[config.mk]
export PLATFORM = sky130hd
export DESIGN_NAME = kore_issue_sched_flat
export DESIGN_NICKNAME = d
export VERILOG_FILES = /design/src/rtl/kore_issue_sched_if.sv /design/src/rtl/kore_issue_sched.sv /design/src/flat_wrapper.sv
export SDC_FILE = /design/constraint.sdc
export NUM_CORES = 1
export LEC_CHECK = 0
export ABC_AREA = 1
export BUFFER_PORTS_ARGS = -buffer_cell sky130_fd_sc_hd__buf_2
export CORE_MARGIN = 5
export CORE_UTILIZATION = 30
export CTS_CLUSTER_SIZE = 16
export DETAILED_ROUTE_END_ITERATION = 16
export SLEW_MARGIN = 20
export SYNTH_ARGS = -nofsm -noshare
export SYNTH_HDL_FRONTEND = slang
export SYNTH_SLANG_ARGS = --single-unit
[constraint.sdc]
create_clock -name clk -period 8.1 [get_ports clk]
set_clock_uncertainty 0.05 [all_clocks]
set_input_delay 0.81 -clock clk [delete_from_list [all_inputs] [get_ports clk]]
set_output_delay 0.81 -clock clk [all_outputs]
set_load 0.01 [all_outputs]
[src/rtl/kore_issue_sched_if.sv]
// Handshake bundle between the IR fetch path, kore_issue_sched and the func FSM.
interface kore_issue_sched_if #(
  parameter int IW = 33
);
  logic          ir_valid;
  logic [IW-1:0] ir_data;
  logic          ir_ready;
  logic          eop;
  logic          op_start;
  logic          op_busy;
  logic [7:0]    op_func;
  logic [4:0]    op_rs0;
  logic [4:0]    op_rs1;
  logic [2:0]    op_bc;
  logic [4:0]    op_rd;
  logic [6:0]    opcode;

  // A word transfers on the rising clk edge where ir_valid && ir_ready; ir_valid
  // and ir_data must not depend on ir_ready, and ir_ready never depends on ir_valid.
  modport slave (
    input  ir_valid, ir_data, eop,
    output ir_ready, op_start, op_busy, op_func, op_rs0, op_rs1, op_bc, op_rd, opcode
  );

  modport master (
    output ir_valid, ir_data, eop,
    input  ir_ready, op_start, op_busy, op_func, op_rs0, op_rs1, op_bc, op_rd, opcode
  );
endinterface

[src/rtl/kore_issue_sched.sv]
// Issue scheduler: instruction FIFO, bc==3'b111 issue FSM with eop/timeout completion.
// Optional macro KORE_ISSUE_PERF_EN adds the busy_cycles performance counter port.
module kore_issue_sched #(
  parameter int IW     = 33,
  parameter int DEPTH  = 4,
  parameter int TO_CYC = 255
) (
  input  logic                   clk,
  input  logic                   rst_n,
  kore_issue_sched_if.slave      bus,
  input  logic                   flush,
  output logic [$clog2(DEPTH):0] q_count,
  output logic [15:0]            issued_cnt,
  output logic [7:0]             skip_cnt,
  output logic                   err_timeout,
  output logic [1:0]             state_dbg
`ifdef KORE_ISSUE_PERF_EN
  ,
  output logic [31:0]            busy_cycles
`endif
);
  localparam int AW = $clog2(DEPTH);
  localparam int TW = $clog2(TO_CYC + 1);
  localparam logic [AW:0]   FULL_CNT = (AW + 1)'(DEPTH);
  localparam logic [TW-1:0] TO_LAST  = TW'(TO_CYC - 1);

  typedef enum logic [1:0] {S_IDLE, S_ISSUE, S_WAIT, S_DONE} state_t;

  state_t        state, state_nx;
  logic [TW-1:0] timer, timer_nx;
  logic [IW-1:0] mem [DEPTH];
  logic [AW-1:0] wr_ptr, rd_ptr;
  logic [IW-1:0] head;
  logic          push, pop, load, skip, normal, timeout;
  logic          op_start_q, op_busy_q;
  logic [7:0]    f_func;
  logic [4:0]    f_rs0, f_rs1, f_rd;
  logic [2:0]    f_bc;
  logic [6:0]    f_opcode;

  assign bus.ir_ready = (q_count < FULL_CNT);
  assign push         = bus.ir_valid && bus.ir_ready && !flush;
  assign head         = mem[rd_ptr];
  assign state_dbg    = state;

  always_ff @(posedge clk) begin
    if (push) mem[wr_ptr] <= bus.ir_data;
  end

  // flush clears occupancy outright, so it overrides any push or pop this cycle
  always_ff @(posedge clk or negedge rst_n) begin
    if (!rst_n) begin
      wr_ptr  <= '0;
      rd_ptr  <= '0;
      q_count <= '0;
    end else if (flush) begin
      wr_ptr  <= '0;
      rd_ptr  <= '0;
      q_count <= '0;
    end else begin
      if (push) wr_ptr <= wr_ptr + 1'b1;
      if (pop)  rd_ptr <= rd_ptr + 1'b1;
      case ({push, pop})
        2'b10:   q_count <= q_count + 1'b1;
        2'b01:   q_count <= q_count - 1'b1;
        default: q_count <= q_count;
      endcase
    end
  end

  always_comb begin
    state_nx = state;
    timer_nx = timer;
    pop      = 1'b0;
    load     = 1'b0;
    skip     = 1'b0;
    normal   = 1'b0;
    timeout  = 1'b0;
    case (state)
      S_IDLE: begin
        if (!flush && (q_count != '0)) begin
          pop = 1'b1;
          if (head[14:12] == 3'b111) begin
            load     = 1'b1;
            state_nx = S_ISSUE;
          end else begin
            skip = 1'b1;
          end
        end
      end
      S_ISSUE: begin
        timer_nx = '0;
        if (bus.eop) begin
          normal   = 1'b1;
          state_nx = S_DONE;
        end else begin
          state_nx = S_WAIT;
        end
      end
      S_WAIT: begin
        timer_nx = timer + 1'b1;
        // eop takes priority over a timeout landing in the same cycle
        if (bus.eop) begin
          normal   = 1'b1;
          state_nx = S_DONE;
        end else if (timer == TO_LAST) begin
          timeout  = 1'b1;
          state_nx = S_DONE;
        end
      end
      S_DONE:  state_nx = S_IDLE;
      default: state_nx = S_IDLE;
    endcase
  end

  always_ff @(posedge clk or negedge rst_n) begin
    if (!rst_n) begin
      state       <= S_IDLE;
      timer       <= '0;
      op_start_q  <= 1'b0;
      op_busy_q   <= 1'b0;
      f_func      <= '0;
      f_rs0       <= '0;
      f_rs1       <= '0;
      f_bc        <= '0;
      f_rd        <= '0;
      f_opcode    <= '0;
      issued_cnt  <= '0;
      skip_cnt    <= '0;
      err_timeout <= 1'b0;
    end else begin
      state      <= state_nx;
      timer      <= timer_nx;
      op_start_q <= (state_nx == S_ISSUE);
      op_busy_q  <= (state_nx == S_ISSUE) || (state_nx == S_WAIT);
      if (load) begin
        f_func   <= head[32:25];
        f_rs0    <= head[24:20];
        f_rs1    <= head[19:15];
        f_bc     <= head[14:12];
        f_rd     <= head[11:7];
        f_opcode <= head[6:0];
      end
      if (skip && (skip_cnt != 8'hFF)) skip_cnt <= skip_cnt + 8'd1;
      if (normal)  issued_cnt  <= issued_cnt + 16'd1;
      if (timeout) err_timeout <= 1'b1;
    end
  end

`ifdef KORE_ISSUE_PERF_EN
  always_ff @(posedge clk or negedge rst_n) begin
    if (!rst_n)         busy_cycles <= '0;
    else if (op_busy_q) busy_cycles <= busy_cycles + 32'd1;
  end
`endif

  assign bus.op_start = op_start_q;
  assign bus.op_busy  = op_busy_q;
  assign bus.op_func  = f_func;
  assign bus.op_rs0   = f_rs0;
  assign bus.op_rs1   = f_rs1;
  assign bus.op_bc    = f_bc;
  assign bus.op_rd    = f_rd;
  assign bus.opcode   = f_opcode;
endmodule

[src/flat_wrapper.sv]
// flat-port wrapper written by rule: the top's interface ports become plain ports
module kore_issue_sched_flat 
#(
  parameter int IW     = 33,
  parameter int DEPTH  = 4,
  parameter int TO_CYC = 255
)
  (clk, rst_n, flush, q_count, issued_cnt, skip_cnt, err_timeout, state_dbg, bus_ir_valid, bus_ir_data, bus_eop, bus_ir_ready, bus_op_start, bus_op_busy, bus_op_func, bus_op_rs0, bus_op_rs1, bus_op_bc, bus_op_rd, bus_opcode);
  kore_issue_sched_if #(.IW(IW)) bus_i ();
  input  logic clk;
  input  logic rst_n;
  input  logic flush;
  output logic [$clog2(DEPTH):0] q_count;
  output logic [15:0] issued_cnt;
  output logic [7:0] skip_cnt;
  output logic err_timeout;
  output logic [1:0] state_dbg;
  input wire logic [$bits(bus_i.ir_valid)-1:0] bus_ir_valid;
  input wire logic [$bits(bus_i.ir_data)-1:0] bus_ir_data;
  input wire logic [$bits(bus_i.eop)-1:0] bus_eop;
  output wire logic [$bits(bus_i.ir_ready)-1:0] bus_ir_ready;
  output wire logic [$bits(bus_i.op_start)-1:0] bus_op_start;
  output wire logic [$bits(bus_i.op_busy)-1:0] bus_op_busy;
  output wire logic [$bits(bus_i.op_func)-1:0] bus_op_func;
  output wire logic [$bits(bus_i.op_rs0)-1:0] bus_op_rs0;
  output wire logic [$bits(bus_i.op_rs1)-1:0] bus_op_rs1;
  output wire logic [$bits(bus_i.op_bc)-1:0] bus_op_bc;
  output wire logic [$bits(bus_i.op_rd)-1:0] bus_op_rd;
  output wire logic [$bits(bus_i.opcode)-1:0] bus_opcode;
  assign bus_i.ir_valid = bus_ir_valid;
  assign bus_i.ir_data = bus_ir_data;
  assign bus_i.eop = bus_eop;
  assign bus_ir_ready = bus_i.ir_ready;
  assign bus_op_start = bus_i.op_start;
  assign bus_op_busy = bus_i.op_busy;
  assign bus_op_func = bus_i.op_func;
  assign bus_op_rs0 = bus_i.op_rs0;
  assign bus_op_rs1 = bus_i.op_rs1;
  assign bus_op_bc = bus_i.op_bc;
  assign bus_op_rd = bus_i.op_rd;
  assign bus_opcode = bus_i.opcode;
  kore_issue_sched #(.IW(IW), .DEPTH(DEPTH), .TO_CYC(TO_CYC)) u_core (.clk(clk), .rst_n(rst_n), .bus(bus_i), .flush(flush), .q_count(q_count), .issued_cnt(issued_cnt), .skip_cnt(skip_cnt), .err_timeout(err_timeout), .state_dbg(state_dbg));
endmodule
==> flow_metrics.py, run 1 <==
metrics = {
    "route": {
        "drc": 0,
        "num_vias": 5741,
        "vias_per_cell": 4.45,
        "dr.pass1.iters": 4,
        "wl_per_cell_um": 14.4,
        "ant_nets": 0,
        "drt_iter0_drc": 362,
        "wirelength_um": 18500,
    },
    "clock_network": {
        "post_cts_resized": 0,
        "cts_setup_buffers": 0,
        "insertion_delay_ns": 0.51,
        "numCtsBuffers": 23,
        "cts_hold_buffers": 0,
        "cts.clk_slew.worst_paths_ns": 0.06,
        "cts-root-buf": "clkbuf_16",
        "cts_buffer_depth": 3,
        "tritoncts": "built",
        "clock-sinks": 209,
        "ctsHtreeMaxLevel": 1,
    },
    "placed_design": {
        "numPortBuffers": 103,
        "dpl.hpwl_um": 11500,
        "routabilityCongestion": 0.765,
    },
    "pwr": {
        "p_clk_share_pct": 32.2,
        "p_int_mw": 2.21,
        "powerDensity_mw_per_mm2": 314,
        "max-vdd-ir-drop_v": 0.000137,
        "power.leakage_nw": 4.44,
        "p_sw_share_pct": 32.9,
        "seqPwrFrac_pct": 43.2,
        "switchingPower_mw": 1.08,
        "combPwrFrac_pct": 24.6,
    },
    "floorplanning": {
        "start_util_pct": 30.4,
        "core_area_mm2": 0.0287,
        "ios": 104,
        "dieWidth_um": 180,
        "die_h_um": 180,
        "rows": 62,
        "dieArea_mm2": 0.0325,
    },
    "critical_path": {
        "end_kind": "flop",
        "critical_path_class": "flop to flop",
        "critical_path_required_ns": 8.50,
        "r2r_slack_ns": 4.47,
        "ff2ff_path_depth": 7,
        "crit_chain": "buf_4 -> clkinv_2 -> nand3_1 -> nand3_4 -> nand2_1 -> ha_1 -> inv_1",
        "critPathMaxStageDelay_ns": 0.87,
        "start_kind": "flop",
        "r2r-end": "u_core.bus.op_busy",
        "setup.worst_path.start": "u_core.rd_ptr[0]",
        "arrival_ns": 4.03,
        "cp-endpoint": "u_core.bus.op_busy",
        "critPathMaxFanout": 65,
        "rr_startpoint": "u_core.rd_ptr[0]",
        "crit_path_top_delay_cell": "clkinv_2",
    },
    "timing": {
        "finalHoldViolations": 0,
        "tns_ns": 0,
        "hold_ws_ns": 0.298,
        "drv_slew": 0,
        "worst_pin_slew_ns": 0.866,
        "fmax_mhz": 275,
        "min_period_over_period_pct": 44.9,
        "setup_viol": 0,
        "rsz0062_at_grt": "no",
        "fin_crit_ns": 3.63,
        "max_slew_margin_pct": 42.2,
    },
    "synth": {
        "synth_top_family_by_area": "simple AND/OR/NAND/NOR gates",
        "syn-num-nets": 836,
        "synth_xor_area_share_pct": 1.31,
        "netlist_area_mm2": 0.00871,
        "synth_mux_area_share_pct": 0,
        "synth_area_per_cell_um2": 11.1,
        "ys_seq_elements": 209,
        "ys.warnings.count": 0,
        "seq_area_frac_synth_pct": 67.6,
        "synth_fa_ha_area_share_pct": 1.95,
        "ys_types": 34,
        "synth_compound_area_share_pct": 9.29,
        "yosys.area_share.simple_pct": 14.2,
        "synth_cells": 785,
    },
    "hold_path": {
        "hold_class": "primary input to asynchronous set/reset pin",
    },
    "final_layout": {
        "layout_common_cells": "132 x edfxtp_1, 118 x nand2_1, 108 x o21ai_0, 106 x nor2_1, 102 x buf_2",
        "layout_commonest_cell": "edfxtp_1",
        "drive_gt1_share_pct": 20.5,
        "nFillCells": 2875,
        "syn_to_final_growth_pct": 20.2,
        "fin_nets": 941,
        "diodes": 0,
        "utilization_pct": 36.5,
    },
    "run": {
        "cap_viol_max_count": 0,
    },
    "grt": {
        "grt_overflow": 0,
        "antenna_found_initial": 2,
        "grt_util_all_layers_pct": 11.3,
        "grt_pass1_wl_um": 30300,
        "grt_max_degree": 78,
        "grt_pass1_vias": 5662,
    },
    "status": {
        "status": "completed",
    },
}
## per-stage QoR
step | instances | setup WS (ns) | power (mW) | area (um^2)
final | 1291 | 4.47 | 3.29 | 10500
after global routing | 1291 | 3.99 | 3.52 | 10500
after CTS | 1289 | 4.70 | 3.33 | 10400
after detailed placement | 1247 | 4.72 | 2.27 | 9620
after global placement | 1246 | 4.79 | 2.24 | 9600
after floorplan | 785 | 5.11 | 1.97 | 8710
## routing by layer
| layer | vias up | part of all wire [%] | wire length [um] | track usage [%] |
|---|---|---|---|---|
| met5 | - | 0.11 | 21 | 0 |
| met3 | 29 | 4.5 | 837 | 2.48 |
| met4 | 4 | 1.9 | 355 | 2.30 |
| met1 | 2749 | 46 | 8460 | 15.1 |
| met2 | 113 | 48 | 8860 | 19.0 |
| li1 | 2846 | - | - | - |
## area by class of cell
type / instances / area, um^2 / area share, %
repair buffers: 108 / 612 / 5.84
flip-flops and latches: 209 / 5900 / 56.3
inverters: 87 / 329 / 3.14
clock buffers: 30 / 676 / 6.45
clock inverters: 12 / 115 / 1.10
multi-input cells: 461 / 2360 / 22.6
well taps: 384 / 480 / 4.59
## worst min path at each step
stage	startpoint	endpoint	slack, ns	cells after the start
floorplan	u_core.timer[3]	u_core.timer[3]	0.42	1
global placement	u_core.bus.op_bc[1]	u_core.bus.op_bc[1]	0.39	2
detailed placement	u_core.bus.op_bc[2]	u_core.bus.op_bc[2]	0.40	2
CTS	u_core.bus.op_bc[2]	u_core.bus.op_bc[2]	0.41	2
global route	rst_n	u_core.issued_cnt[5]	0.37	1
finish	rst_n	u_core.issued_cnt[3]	0.30	1
## cells by family (layout without fill, tap and decap cells)
logic type / count (synthesis) / in the layout
adder cells (fa/ha/maj): 13 / 13
flip-flops: 209 / 209
buffers and inverters: 115 / 237
AND/OR/NAND/NOR: 291 / 291
AO/OA/AOI/OAI: 144 / 144
XOR/XNOR: 13 / 13
## power by group through the flow
| stage | logic (mW) | clock network (mW) | registers, mW |
|---|---|---|---|
| after floorplan | 0.523 | 0 | 1.45 |
| after global placement | 0.802 | 0 | 1.44 |
| after detailed placement | 0.822 | 0 | 1.44 |
| after CTS | 0.825 | 1.09 | 1.42 |
| after global routing | 0.943 | 1.13 | 1.44 |
| final | 0.809 | 1.06 | 1.42 |
## state kept, by name (all words and copies together) (netlist names), 2 cells and up
register / count
u_core.state_dbg: 2
u_core.mem: 132
u_core.bus.opcode: 7
u_core.skip_cnt: 8
u_core.bus.op_rs0: 5
u_core.timer: 8
u_core.q_count: 3
u_core.bus.op_rs1: 5
u_core.wr_ptr: 2
u_core.bus.op_func: 8
u_core.issued_cnt: 16
u_core.rd_ptr: 2
u_core.bus.op_rd: 5
u_core.bus.op_bc: 3
## worst max-delay path: cells and delay by family (launching register included)
kind | cells | cell delay, ns
adders and majority gates | 1 | 0.26
and+or+nand+nor | 3 | 1.45
DFF | 1 | 0.34
buffers and inverters | 3 | 1.43
## synthesized netlist by cell type, drive strengths merged
library cell	count	area share [%]
a21boi	2	0.17
a21oi	7	0.40
and3	1	0.072
buf	17	1.4
clkbuf	11	0.47
clkinv	1	0.057
dfrtp	77	22
edfxtp	132	45
fa	1	0.23
ha	12	1.7
inv	86	3.7
nand2	122	5.5
nand3	31	1.9
nand3b	1	0.086
nand4	15	1.1
nor2	114	5.1
nor3	7	0.40
o211ai	1	0.086
o21ai	131	8.4
o21bai	2	0.17
o22ai	1	0.072
xnor2	3	0.30
xor2	10	1.0
Note: power is estimated with default switching activity, not from simulation.
==> inputs of run 2 (changes only) <==
--- a/config.mk
+++ b/config.mk
@@ -5,7 +5,7 @@
 export SDC_FILE = /design/constraint.sdc
 export NUM_CORES = 1
 export LEC_CHECK = 0
-export ABC_AREA = 1
+export ABC_AREA = 0
 export BUFFER_PORTS_ARGS = -buffer_cell sky130_fd_sc_hd__buf_2
 export CORE_MARGIN = 5
 export CORE_UTILIZATION = 30
==> constraint.sdc (replaced) <==
create_clock -name clk -period 3.5 [get_ports clk]
set_clock_uncertainty 0.05 [all_clocks]
set_input_delay 0.35 -clock clk [delete_from_list [all_inputs] [get_ports clk]]
set_output_delay 0.35 -clock clk [all_outputs]
set_load 0.01 [all_outputs]
==> run 2 against run 1 <==
First-iteration DRC count shrank 43%. Wire length shrank 5.9%. Sequential cell count did not move. Highest routed layer is now met4. Global-route usage is 0.16 points higher. Combinational power is 120% higher. Hold slack lost 0.26 ns. Synthesized cell count fell by 42%. Sequential share of layout area grew 1.8 points. Critical path depth shrank 1. Critical path type unchanged. Design area shrank 3.2%. Non-clock buffer count grew 34.
==> flow_metrics.py, run 2 <==
metrics = {
    "status": {
        "status": "completed",
    },
    "critical_path": {
        "crit_chain": "inv_1 -> ha_1 -> nand3_1 -> nor4_1 -> nand3_1 -> xnor2_1",
        "crit_path_top_delay_cell": "nor4_1",
        "arrival_ns": 2.76,
        "r2r-end": "u_core.issued_cnt[11]",
        "critPathMaxStageDelay_ns": 0.66,
        "start_kind": "flop",
        "critPathTopFamily": "simple AND/OR/NAND/NOR gates",
        "critical_path_class": "flop to flop",
        "critPathMostFrequentCell": "nand3_1",
        "ff2ff_path_depth": 6,
        "rr_startpoint": "u_core.state_dbg[1]",
        "critPathMaxFanout": 14,
        "r2r_slack_ns": 1.08,
        "end_kind": "flop",
        "path_buf_inv": 1,
        "critical_path_required_ns": 3.84,
    },
    "clock_network": {
        "post_cts_resized": 0,
        "cts_setup_buffers": 0,
        "ctsHtreeMaxLevel": 1,
        "cts_hold_buffers": 33,
        "cts-root-buf": "clkbuf_16",
        "cts.clk_slew.worst_paths_ns": 0.06,
        "numCtsBuffers": 23,
        "clock-sinks": 209,
        "tritoncts": "built",
        "insertion_delay_ns": 0.52,
        "cts_buffer_depth": 3,
    },
    "final_layout": {
        "fin_cells": 969,
        "largest_register_ffs": 132,
        "layout_commonest_cell": "edfxtp_1",
        "layout_common_cells": "132 x edfxtp_1, 102 x buf_2, 75 x dfrtp_1, 33 x dlygate4sd3_1, 31 x mux2_2",
        "top_regs": "u_core.mem (132), u_core.issued_cnt (16)",
        "drive_gt1_share_pct": 34.7,
        "syn_to_final_growth_pct": 24.1,
        "nFillCells": 2483,
        "max_flop_register": "u_core.mem",
        "fin_nets": 660,
        "utilization_pct": 37.7,
    },
    "synth": {
        "synth_edf_count": 132,
        "yosys_most_used_dff": "edfxtp_1",
        "synth_area_leader_cell": "edfxtp_1",
        "synth_top_area_share_pct": 48.5,
        "synth_area_leaders": "edfxtp_1 49%, dfrtp_1 24%, mux4_2 8.3%",
        "synth.most_common_cell": "edfxtp_1",
        "seq_area_frac_synth_pct": 72.1,
        "syn-num-nets": 509,
        "ys.warnings.count": 0,
        "synth_cells": 458,
        "netlist_area_mm2": 0.00817,
        "synth_area_per_cell_um2": 17.8,
        "yosys-top-cells-count": "132 x edfxtp_1, 77 x dfrtp_1, 31 x mux2_2",
        "synth-async-reset-ratio_pct": 36.8,
        "ys_types": 44,
        "ys_seq_elements": 209,
    },
    "pwr": {
        "p_sw_share_pct": 29.5,
        "p_int_mw": 5.22,
        "combPwrFrac_pct": 23.9,
        "switchingPower_mw": 2.19,
        "powerDensity_mw_per_mm2": 731,
        "max-vdd-ir-drop_v": 0.000466,
        "power.leakage_nw": 3.93,
        "seqPwrFrac_pct": 45.4,
        "p_clk_share_pct": 30.8,
    },
    "floorplanning": {
        "die_h_um": 175,
        "dieArea_mm2": 0.0306,
        "start_util_pct": 30.4,
        "dieWidth_um": 175,
        "ios": 104,
        "rows": 60,
        "core_area_mm2": 0.0269,
    },
    "timing": {
        "min_period_over_period_pct": 69.0,
        "rsz0062_at_grt": "no",
        "fin_crit_ns": 2.42,
        "setup_viol": 0,
        "worst_pin_slew_ns": 0.965,
        "finalHoldViolations": 0,
        "max_slew_margin_pct": 35.7,
        "tns_ns": 0,
        "drv_slew": 0,
        "fmax_mhz": 414,
    },
    "grt": {
        "antenna_found_initial": 2,
        "grt_pass1_vias": 5080,
        "grt_pass1_wl_um": 28000,
        "grt_max_degree": 35,
        "grt_overflow": 0,
        "grt_util_all_layers_pct": 11.4,
    },
    "hold_path": {
        "hold_class": "primary input to flop",
        "hold_start": "bus_ir_data[24]",
        "hold-path-endpoint": "u_core.mem[2][24]",
        "hold_depth": 1,
    },
    "route": {
        "wl_per_cell_um": 18.0,
        "dr.pass1.iters": 4,
        "drt_iter0_drc": 205,
        "drc": 0,
        "num_vias": 4495,
        "vias_per_cell": 4.64,
        "ant_nets": 0,
        "wirelength_um": 17400,
    },
    "placed_design": {
        "routabilityCongestion": 0.737,
        "numPortBuffers": 103,
        "dp_cells": 892,
        "dpl.hpwl_um": 11200,
    },
    "run": {
        "cap_viol_max_count": 0,
    },
}
-- run 2: per-stage QoR --
step / power (mW) / hold WS (ns) / cell area (um^2) / setup slack, ns
final: 7.41 / 0.0356 / 10100 / 1.08
after CTS: 7.54 / 0.0222 / 10100 / 1.05
after floorplan: 4.51 / 0.00441 / 8170 / 1.12
after detailed placement: 5.19 / 0.327 / 9090 / 1.07
after global routing: 7.84 / 0.0304 / 10100 / 0.853
after global placement: 5.11 / 0.311 / 9090 / 1.17
-- run 2: worst max path at each step --
stage	startpoint	to	slack, ns	depth (start not counted)
floorplan	u_core.q_count[2]	u_core.mem[0][0]	1.12	4
global placement	u_core.state_dbg[1]	u_core.issued_cnt[11]	1.17	6
detailed placement	u_core.state_dbg[1]	u_core.issued_cnt[11]	1.07	6
CTS	u_core.state_dbg[1]	u_core.issued_cnt[11]	1.05	6
global route	u_core.state_dbg[1]	u_core.issued_cnt[11]	0.85	6
finish	u_core.state_dbg[1]	u_core.issued_cnt[11]	1.08	6
-- run 2: final cells by class --
class                           instances  area (um^2)  share of cell area [%]
Clock inverter                         13          105                    1.04
Clock buffer                           29          608                    6.00
Timing Repair Buffer                  142          893                    8.81
Inverter                               14         52.6                   0.518
Multi-Input combinational cell        219         2150                    21.2
Tap cell                              341          427                    4.21
Antenna cell                            2         5.00                  0.0494
Sequential cell                       209         5890                    58.1
-- run 2: cells by family after synthesis --
family,after synthesis,share of synthesized area (%)
muxes,63,12.8
and+or+nand+nor,92,5.93
xor gates and xnor gates,30,3.22
DFF,209,72.1
AOI/OAI and AO/OA,21,2.22
buffers and inverters,30,1.62
adders and majority gates,13,2.08
-- run 2: power groups by stage --
stage                     clock, mW  sequential (mW)  combinational [mW]
after detailed placement          0             3.42                1.77
after global routing           2.45             3.43                1.96
final                          2.28             3.36                1.77
after floorplan                   0             3.43                1.08
after global placement            0             3.39                1.73
after CTS                      2.35             3.37                1.81
-- run 2: per-layer routing --
| metal | routed length [um] | share of wire, % | global-route usage [%] |
|---|---|---|---|
| met4 | 335 | 1.9 | 2.36 |
| met2 | 8650 | 50 | 19.6 |
| met1 | 7410 | 43 | 14.7 |
| met5 | 0 | 0 | 0 |
| met3 | 1040 | 6.0 | 3.16 |
==> inputs of run 3 (changes only) <==
==> constraint.sdc (replaced) <==
create_clock -name clk -period 2.4 [get_ports clk]
set_clock_uncertainty 0.05 [all_clocks]
set_input_delay 0.24 -clock clk [delete_from_list [all_inputs] [get_ports clk]]
set_output_delay 0.24 -clock clk [all_outputs]
set_load 0.01 [all_outputs]
==> run 3 against run 2 <==
Power up 50%. Worst setup slack worse by 0.84 ns. Sequential share of layout area fell by 1.3 points. Global-route usage decreased by 0.19 points. Largest power group unchanged. Die area is the same. Hold slack better by 0.060 ns. Critical path depth grew 1. Cell count up 1.1%. Design area is 2.3% higher. First-iteration DRC count grew 24%. Clock power increased by 54%.
==> flow_metrics.py, run 3 (same netlist as run 2, synthesis figures left out) <==
metrics = {
    "grt": {
        "grt_pass1_vias": 4908,
        "grt_overflow": 0,
        "antenna_found_initial": 2,
        "grt_pass1_wl_um": 27300,
        "grt_max_degree": 47,
        "grt_util_all_layers_pct": 11.2,
    },
    "final_layout": {
        "fin_cells": 980,
        "nFillCells": 2487,
        "stdcell_area_mm2": 0.0104,
        "utilization_pct": 38.6,
        "max_flop_register": "u_core.mem",
        "layout_commonest_cell": "edfxtp_1",
        "syn_to_final_growth_pct": 26.9,
        "fin_nets": 672,
        "drive_gt1_share_pct": 35.7,
        "top_regs": "u_core.mem (132), u_core.issued_cnt (16)",
        "layout_common_cells": "132 x edfxtp_1, 102 x buf_2, 75 x dfrtp_1, 36 x dlygate4sd3_1, 31 x mux2_2",
        "largest_register_ffs": 132,
    },
    "clock_network": {
        "numCtsBuffers": 23,
        "cts_buffer_depth": 3,
        "tritoncts": "built",
        "cts.clk_slew.worst_paths_ns": 0.06,
        "cts-root-buf": "clkbuf_16",
        "insertion_delay_ns": 0.52,
        "ctsHtreeMaxLevel": 1,
        "clock-sinks": 209,
    },
    "route": {
        "drc": 0,
        "vias_per_cell": 4.65,
        "ant_nets": 0,
        "dr.pass1.iters": 4,
        "wl_per_cell_um": 17.7,
        "wirelength_um": 17400,
        "drt_iter0_drc": 254,
        "num_vias": 4554,
    },
    "critical_path": {
        "critical_path_required_ns": 2.75,
        "end_kind": "flop",
        "start_kind": "flop",
        "critical_path_class": "flop to flop",
        "arrival_ns": 2.51,
        "critPathMaxFanout": 8,
    },
    "pwr": {
        "powerDensity_mw_per_mm2": 1070,
        "p_sw_share_pct": 28.9,
        "power.leakage_nw": 4.04,
        "total_power_mw": 11.1,
        "p_int_mw": 7.92,
        "combPwrFrac_pct": 25.0,
        "seqPwrFrac_pct": 43.4,
        "max-vdd-ir-drop_v": 0.000620,
        "switchingPower_mw": 3.21,
        "p_clk_share_pct": 31.6,
    },
    "floorplanning": {
        "rows": 60,
        "core_area_mm2": 0.0269,
        "start_util_pct": 30.4,
        "die_h_um": 175,
        "ios": 104,
        "dieArea_mm2": 0.0306,
        "dieWidth_um": 175,
    },
    "hold_path": {
        "hold_class": "primary input to flop",
    },
    "timing": {
        "min_period_over_period_pct": 89.9,
        "fmax_mhz": 463,
        "tns_ns": 0,
        "fin_crit_ns": 2.16,
        "setup_viol": 0,
        "drv_slew": 0,
        "hold_ws_ns": 0.0960,
        "fin_ws_ns": 0.241,
        "max_slew_margin_pct": 51.9,
        "worst_pin_slew_ns": 0.722,
        "rsz0062_at_grt": "no",
        "finalHoldViolations": 0,
    },
    "status": {
        "status": "completed",
    },
    "placed_design": {
        "dpl.hpwl_um": 10500,
        "place_area_mm2": 0.00922,
        "routabilityCongestion": 0.723,
        "dp_cells": 899,
        "pre_cts_slack_ns": -0.124,
        "numPortBuffers": 103,
    },
    "run": {
        "cap_viol_max_count": 0,
    },
}
## run 3: metal layers
metal | GRT usage, % | vias up | routed length [um]
met4 | 2.91 | 2 | 472
met5 | 0 | - | 13
li1 | - | 2071 | -
met3 | 2.90 | 36 | 1060
met2 | 19.3 | 135 | 8430
met1 | 14.3 | 2310 | 7410
## run 3: worst paths after layout
check	startpoint	slack, ns	end	cells after the start
worst max-delay path	u_core.state_dbg[1]	0.24	u_core.skip_cnt[5]	7
worst min-delay path	bus_ir_valid	0.1	u_core.q_count[1]	4
worst max register to register	u_core.state_dbg[1]	0.24	u_core.skip_cnt[5]	7
worst min register to register	u_core.bus.op_bc[0]	0.41	u_core.bus.op_bc[0]	1
max in group asynchronous	rst_n	1.38	u_core.issued_cnt[11]	3
min in group asynchronous	rst_n	0.27	u_core.bus.op_rs1[1]	2
## run 3: critical path, stage by stage (launching register included)
cell	delay, ns
dfrtp_1	0.43
inv_1	0.12
ha_1	0.24
o31ai_4	0.10
buf_4	0.17
a2111oi_4	0.56
nand4_1	0.21
xnor2_1	0.16
## run 3: final cells by class
class	count	area [um^2]	share of cell area (%)
Sequential cell	209	5890	56.8
Multi-Input combinational cell	219	2150	20.8
Timing Repair Buffer	154	1070	10.3
Clock buffer	32	649	6.26
Tap cell	341	427	4.12
Clock inverter	10	119	1.15
Inverter	14	52.6	0.507
Antenna cell	1	2.50	0.0241
## run 3: repair_timing
item                                    4_1_cts  5_1_grt
hold buffers                                 36        0
gates resized for setup                       1        0
pin swaps                                     0        1
setup buffers                                 0        2
hold endpoints to repair                    182        0
endpoints found under the setup margin        2        1
## run 3: power by group through the flow
| stage | Combinational [mW] | Clock (mW) | Sequential (mW) |
|---|---|---|---|
| floorplan | 1.57 | 0 | 5.00 |
| global placement | 2.68 | 0 | 4.86 |
| detailed placement | 2.76 | 0 | 4.90 |
| CTS | 2.83 | 3.65 | 4.83 |
| global route | 3.06 | 3.81 | 4.90 |
| finish | 2.78 | 3.52 | 4.83 |
